## config.mk

```make
export PLATFORM = sky130hd
export DESIGN_NAME = dmem_port_arbiter
export DESIGN_NICKNAME = d
export VERILOG_FILES = /design/src/rtl/dmem_arb_pkg.sv /design/src/rtl/rr_arb2.sv /design/src/rtl/dmem_port_arbiter.sv
export SDC_FILE = /design/constraint.sdc
export NUM_CORES = 1
export LEC_CHECK = 0
export ABC_CLOCK_PERIOD_IN_PS = 5900
export BUFFER_PORTS_ARGS = -buffer_cell sky130_fd_sc_hd__buf_2
export CAP_MARGIN = 20
export CORE_ASPECT_RATIO = 0.9
export CORE_UTILIZATION = 50
export DETAILED_ROUTE_END_ITERATION = 8
export PLACE_DENSITY = 0.85
export REMOVE_ABC_BUFFERS = 1
export SLEW_MARGIN = 15
export SYNTH_ARGS = -nofsm -noshare
export SYNTH_HDL_FRONTEND = slang
export SYNTH_HIERARCHICAL = 1
export SYNTH_SLANG_ARGS = --single-unit
```

## constraint.sdc

```tcl
create_clock -name Clock -period 5.9 [get_ports Clock]
set_input_delay 1.77 -clock Clock [delete_from_list [all_inputs] [get_ports Clock]]
set_output_delay 1.77 -clock Clock [all_outputs]
set_load 0.02 [all_outputs]
```

## src/rtl/dmem_arb_pkg.sv

```systemverilog
// Shared types and constants for the data-memory port arbiter.
package dmem_arb_pkg;

    typedef enum logic [1:0] {IDLE, ACCESS, RESP} state_t;
    typedef enum logic {OWN_D, OWN_I} owner_t;

    localparam logic [2:0] FUNC3_LW = 3'b010;

endpackage

```

## src/rtl/rr_arb2.sv

```systemverilog
// Two-way round-robin picker: bit 0 is the data port, bit 1 the fetch port.
module rr_arb2
    import dmem_arb_pkg::*;
(
    input  logic [1:0] req,
    input  owner_t     last_owner,
    output logic [1:0] grant,
    output logic       valid
);

    always_comb begin
        grant = req;
        valid = |req;
        // On a tie, the port that did not win last time goes first.
        if (req == 2'b11) begin
            grant = (last_owner == OWN_D) ? 2'b10 : 2'b01;
        end
    end

endmodule

```

## src/rtl/dmem_port_arbiter.sv

```systemverilog
// Shares one single-ported data memory between the MEM-stage port (D) and the fetch port (I),
// sequencing each access over MEM_LATENCY cycles and returning registered read data.
module dmem_port_arbiter
    import dmem_arb_pkg::*;
#(
    parameter int MEM_LATENCY = 2,
    parameter int ADDR_W      = 32
) (
    input  logic              Clock,
    input  logic              Reset,
    input  logic              D_Read,
    input  logic              D_Write,
    input  logic [ADDR_W-1:0] D_Address,
    input  logic [31:0]       D_Write_data,
    input  logic [2:0]        D_Func3,
    output logic [31:0]       D_Read_data,
    output logic              D_busywait,
    input  logic              I_Read,
    input  logic [ADDR_W-1:0] I_Address,
    output logic [31:0]       I_Read_data,
    output logic              I_busywait,
    output logic              M_Read,
    output logic              M_Write,
    output logic [ADDR_W-1:0] M_Address,
    output logic [31:0]       M_Write_data,
    output logic [2:0]        M_Func3,
    input  logic [31:0]       M_Read_data
);

    localparam int CNT_W = $clog2(MEM_LATENCY + 1);

    state_t            state, state_nxt;
    logic [CNT_W-1:0]  cnt;
    owner_t            owner, last_owner;
    logic              acc_write;
    logic [ADDR_W-1:0] acc_addr;
    logic [31:0]       acc_wdata;
    logic [2:0]        acc_func3;

    logic       d_valid, i_valid;
    logic [1:0] grant;
    logic       arb_valid;
    logic       take;

    // A simultaneous load and store on the data port is treated as no request.
    assign d_valid = D_Read ^ D_Write;
    assign i_valid = I_Read;
    assign take    = (state == IDLE) && arb_valid;

    rr_arb2 u_rr_arb2 (
        .req        ({i_valid, d_valid}),
        .last_owner (last_owner),
        .grant      (grant),
        .valid      (arb_valid)
    );

    always_comb begin
        state_nxt = state;
        case (state)
            IDLE:    if (arb_valid) state_nxt = ACCESS;
            ACCESS:  if (cnt == '0) state_nxt = RESP;
            RESP:    state_nxt = IDLE;
            default: state_nxt = IDLE;
        endcase
    end

    always_ff @(posedge Clock or posedge Reset) begin
        if (Reset) begin
            state       <= IDLE;
            cnt         <= '0;
            owner       <= OWN_D;
            last_owner  <= OWN_I;
            acc_write   <= 1'b0;
            D_Read_data <= '0;
            I_Read_data <= '0;
        end else begin
            state <= state_nxt;
            case (state)
                IDLE: begin
                    if (arb_valid) begin
                        owner      <= grant[1] ? OWN_I : OWN_D;
                        last_owner <= grant[1] ? OWN_I : OWN_D;
                        acc_write  <= grant[0] & D_Write;
                        cnt        <= CNT_W'(MEM_LATENCY - 1);
                    end
                end
                ACCESS: begin
                    if (cnt != '0) cnt <= cnt - 1'b1;
                end
                RESP: begin
                    if (!acc_write) begin
                        if (owner == OWN_D) D_Read_data <= M_Read_data;
                        else                I_Read_data <= M_Read_data;
                    end
                end
                default: ;
            endcase
        end
    end

    // Request payload is captured once at grant; the memory side only sees these copies.
    always_ff @(posedge Clock) begin
        if (take) begin
            acc_addr  <= grant[0] ? D_Address : I_Address;
            acc_wdata <= D_Write_data;
            acc_func3 <= grant[0] ? D_Func3 : FUNC3_LW;
        end
    end

    always_comb begin
        M_Read       = 1'b0;
        M_Write      = 1'b0;
        M_Address    = '0;
        M_Write_data = '0;
        M_Func3      = '0;
        if (state == ACCESS || state == RESP) begin
            M_Address    = acc_addr;
            M_Write_data = acc_wdata;
            M_Func3      = acc_func3;
            M_Read       = ~acc_write;
            M_Write      = acc_write & (state == ACCESS);
        end
    end

    assign D_busywait = d_valid & ~((state == RESP) && (owner == OWN_D));
    assign I_busywait = i_valid & ~((state == RESP) && (owner == OWN_I));

endmodule

```

**Word level (Yosys, flattened, before mapping)**

Cells that the tools add are included.

- Bits in registers: 138
- Input port bits: 136
- Output and inout bits: 135

- $add $sub $neg: 1
- Equal/unequal tests: 6
- Multiplexer cells: 14
- Bitwise operators: 9
- Reduce and logical (&&, ||, !) cells: 14

Operators with widths:

| kind | count |
|---|---|
| $mux 32 | 3 |
| $mux 2 | 5 |
| $reduce_and 3->1 | 3 |
| $pmux 2 s2 | 2 |
| $ne 2x2->1 const B | 3 |
| $and 1x1->1 | 4 |
| $eq 2x2->1 const B | 2 |
| $logic_not 2->1 | 2 |
| $not 1->1 | 4 |
| $reduce_and 2->1 | 2 |
| $reduce_bool 2->1 | 2 |
| $logic_and 1x1->1 | 3 |
| $mux 1 | 3 |
| $mux 3 | 1 |
| $eq 2x1->1 const B | 1 |
| $reduce_or 2->1 | 1 |
| $sub 2x1->2 const B | 1 |
| $logic_or 1x1->1 | 1 |
| $xor 1x1->1 | 1 |

**Longest topological paths before layout**

- Depth in word-level cells: 4
- Depth in mapped cells: 6
- Depth with buffers taken out: 5

**Modules after synthesis**

Netlist, hierarchy kept.

By module, submodules not included:

| module | times used | cells each | area each (µm²) | sequential area each (µm²) |
|---|---|---|---|---|
| dmem_port_arbiter | 1 | 360 | 5725.5 | 3789.9 |
| rr_arb2 | 1 | 4 | 25.0 | 0.0 |

**Worst setup path after synthesis**

OpenSTA, ideal clock, no wires.

- Path type: input port to output port
- Start point: in D_Write
- End point: out D_busywait
- Data arrival time: 2515 ps
- Path slack: 1615 ps
- Stages: 2
- Cell sequence: xor2_1 > a21boi_0

- Cells in the longest elaborated chain, start to end: 2

RTL lines:

| what | RTL line | source |
|---|---|---|
| start, declared | dmem_port_arbiter.sv:12 | `input logic D_Write,` |
| $xor 1x1->1 | dmem_port_arbiter.sv:46 | `assign d_valid = D_Read ^ D_Write;` |
| $and 1x1->1 | dmem_port_arbiter.sv:125 | `assign D_busywait = d_valid & ~((state == RESP) && (owner == OWN_D));` |
| end, declared | dmem_port_arbiter.sv:17 | `output logic D_busywait,` |

No other way between the ends.

**Worst setup path in the final report**

- Start point: in D_Write
- End point: out D_busywait

- Cells in the longest elaborated chain, start to end: 2

RTL lines:

| what | RTL line | source |
|---|---|---|
| $xor 1x1->1 | dmem_port_arbiter.sv:46 |  |
| via d_valid | dmem_port_arbiter.sv:40 | `logic d_valid, i_valid;` |
| $and 1x1->1 | dmem_port_arbiter.sv:125 |  |

The timed path passes the listed nets, and every way through them passes these cells.

==> summary.md <==
| Metric | Value |
|---|---|
| Sequential cell area fraction in the yosys report | 0.659 |
| Number of maximum-capacitance constraint violations | 0 |
| Hold Crit Depth | 1 |
| Drt first pass iters | 4 |
| Total negative slack | 0 ns |
| Dominant combinational cell family by area after synthesis | multiplexers |
| Average footprint of a synthesized cell | around 16 um^2 |
| Nets@finish | between 700 and 800 |
| Power per cell area | just over 600 nW/um^2 |
| Minimum clock period after layout | 4.29 ns |
| Number of antenna violations at the first check in global routing | 0 |
| Number of antenna-violating nets in the routed design | 0 |
| Unique masters post-synth | 31 |
| Final WL | roughly 14 mm |
| Area grow syn2layout | 36.0% |
| Die span in x | ~120 um |
| Mux share of post-synthesis cell area | 0.194 |
| Setup Fix Bufs, Post-CTS | 0 |
| Unrepaired setup endpoints after global routing | false |
| Critical Path End Type | primary output |
| Fmax | approximately 230 MHz |
| Total CTS buffers | 17 |
| Clock edge transition at the registers on the reported setup and hold paths | around 0.060 ns |
| Netlist Area Pre-Place | ~5800 um^2 |
| Synth Area in XOR/XNOR | 0.00152 |
| DRC viols | 0 |
| Highest fanout seen on the critical path | 4 |
| Fin Clk Skew | 0.00603 ns |
| Most common cell in the netlist | mux2_2 |
| Maximum number of pins on one net before global-route repair | a little over 70 |
| Total instance count after detailed placement | roughly 770 |
| Die Outline Area | roughly 12000 um^2 |
| Area inside the core boundary | roughly 11000 um^2 |
| Boundary pin count | approximately 270 |
| Measured slew at the worst slew-check pin | between 0.8 and 0.9 ns |
| Total number of vias | ~4.0k |
| R2r worst-path depth | 5 |
| Final worst setup slack | around 1.6 ns |
| Layout cell share with drive strength beyond 1 | 0.625 |
| Worst hold slack across all endpoints | approximately 0.5 ns |
| Cell area after layout | roughly 7800 um^2 |
| Final global-route overflow total | 0 |
| Number of instances in the synthesized netlist | approximately 360 |
| Worst IR Drop VDD | roughly 370 uV |
| Type of origin of the critical path | input pin |
| Remaining max-slew budget at the tightest pin | 0.402 |
| Global-route wire length before repair | about 21 mm |
| Fraction of the mapped netlist area in simple logic gates | 0.0918 |
| Dominant cell type by area after synthesis | edfxtp_1 |
| Routed via count divided by cell count | approximately 4.9 |
| Number of global-route vias before repair | between 4k and 5k |
| Root buffer cell | clkbuf_16 |
| Cts hold-fix bufs | 0 |
| Share of the core filled with cells in the final layout | 0.712 |
| Run status | complete, no violations |
| Number of setup violations in the final report | 0 |
| Synth Register Bits | around 140 |
| Type of the worst setup path | in -> out |
| Main flop type after synthesis | dfrtp_1 |
| Count of routing violations after the opening detailed-route iteration | 266 |
| Number of enable-type register cells in the synthesized netlist | 67 |
| Hold/Removal Path Class | reg -> reg |
| Post-Place Cell Area | 7210 um^2 |
| Compound-gate portion of the synthesized area | 0.0139 |
| Capture endpoint of the worst hold path | D_Read_data[3]$_DFFE_PP0P_ |
| Biggest area contributors in the synthesized netlist | edfxtp_1, dfrtp_1, mux2_2 |
| Final worst-path cycle share | 0.727 |
| Endpoint of the most critical register-to-register path | acc_wdata[22]$_DFFE_PP_ |
| Most frequent cells after synthesis | mux2_2, dfrtp_1, and2_1 |
| Sinks on the clock net | around 140 |
| Source of the worst register-to-register timing path | state[0]$_DFFE_PP0P_ |
| Start point of the worst min-delay path | D_Read_data[3]$_DFFE_PP0P_ |
| H-tree depth | 4 |
| Clock insertion delay at the later pin of the skew report | ~0.4 ns |
| Count of port buffers added during placement | 270 |
| Detailed placement HPWL | just under 10 mm |
| Gates resized, CTS repair | 0 |
| Share of the synthesized area in the top cell type | 0.350 |
| Number of antenna diodes | 0 |
| Placer's final routability congestion estimate | between 0.7 and 0.8 |
| Average routed wire per standard cell | 17.3 um |
| Yosys warning count | 6 |
| Area share of fa/ha/maj cells after synthesis | 0.0131 |
| Initial cell density of the core | 0.523 |
| Total power | about 4.9 mW |
| Die Ht | just over 100 um |
| Worst-case clock buffer depth | 2 |
| Worst setup slack before clock tree synthesis | around 1.6 ns |
| Async SR Flop Fraction | 0.514 |
| Cell Rows | 36 |
| Arrival time at the worst endpoint | about 2.5 ns |
| CTS tree | yes |
| Total routing usage reported by global routing | 0.241 |
| Non-filler instance count after layout | roughly 810 |
| Leakage power | 3.68 nW |
| Number of fill cells in the layout | approximately 800 |
| Slew Viols, Final | 0 |
| Worst reg-to-reg setup slack | 3.66 ns |
| Fin. Hold Viols | 0 |
| Critical path required time | about 4.1 ns |
[routing by layer]
layer | track usage | vias up | part of all wire
met5 | 0 | - | 0
met4 | 0.113 | 0 | 0.024
met3 | 0.0942 | 26 | 0.095
met2 | 0.412 | 187 | 0.51
met1 | 0.259 | 1922 | 0.37
li1 | - | 1830 | -
[where the power goes]
group / leakage (nW) / total (mW) / internal, mW / switching [mW]
combinational: 1.91 / 2.22 / 0.852 / 1.37
sequential: 1.48 / 1.63 / 1.46 / 0.169
clock: 0.289 / 1.02 / 0.649 / 0.376
total: 3.68 / 4.88 / 2.96 / 1.92
[cell type report]
type                    count  area, um^2  area share
clock buffers              26         520      0.0665
flip-flops and latches    138        3790       0.485
multi-input cells         200        1820       0.233
clock inverters             6        58.8     0.00752
inverters                   9        33.8     0.00432
well taps                 152         190      0.0243
repair buffers            275        1410       0.180
[how the worst max path moves through the flow]
stage,startpoint,to,slack (ns)
after global routing,D_Write,D_busywait,1.52
after global placement,D_Write,D_busywait,1.65
after floorplan,D_Write,acc_addr[0]$_DFFE_PP_,1.52
final,D_Write,D_busywait,1.61
after CTS,D_Write,D_busywait,1.62
after detailed placement,D_Write,D_busywait,1.64
[sequential cells by signal, indices dropped and copies added, names as in the netlist]
| name | flops |
|---|---|
| I_Read_data | 32 |
| acc_wdata | 32 |
| owner | 1 |
| state | 2 |
| D_Read_data | 32 |
| acc_func3 | 3 |
| acc_write | 1 |
| acc_addr | 32 |
| cnt | 2 |
| last_owner | 1 |
[cells in the final DEF, fill, tap and decap left out, types with 2 or more instances in the layout]
master     Yosys  final
a21boi_0       2      2
a21o_1         2      2
and2_1        69     69
buf_2          4    270
buf_4          0      4
clkbuf_1       7      4
clkbuf_16      0     18
clkbuf_8       3      4
clkinv_2       0      4
dfrtp_1       70     70
edfxtp_1      67     67
ha_1           6      5
inv_1          9      7
inv_2          0      2
mux2_1         2      2
mux2_2        96     96
nand2_1        4      4
nand2b_1       2      2
o21ai_0        2      2
[critical path, cell delays in order]
cell      delay, ns
buf_2          0.11
xor2_1         0.26
a21boi_0       0.20
buf_2          0.18
[cell families after synthesis]
kind of cell               Yosys count
AOI/OAI and AO/OA                   11
xor gates and xnor gates             1
adders and majority gates            6
buffers and inverters               26
DFF                                138
muxes                               99
and+or+nand+nor                     83
Note: power is estimated with default switching activity, not from simulation.
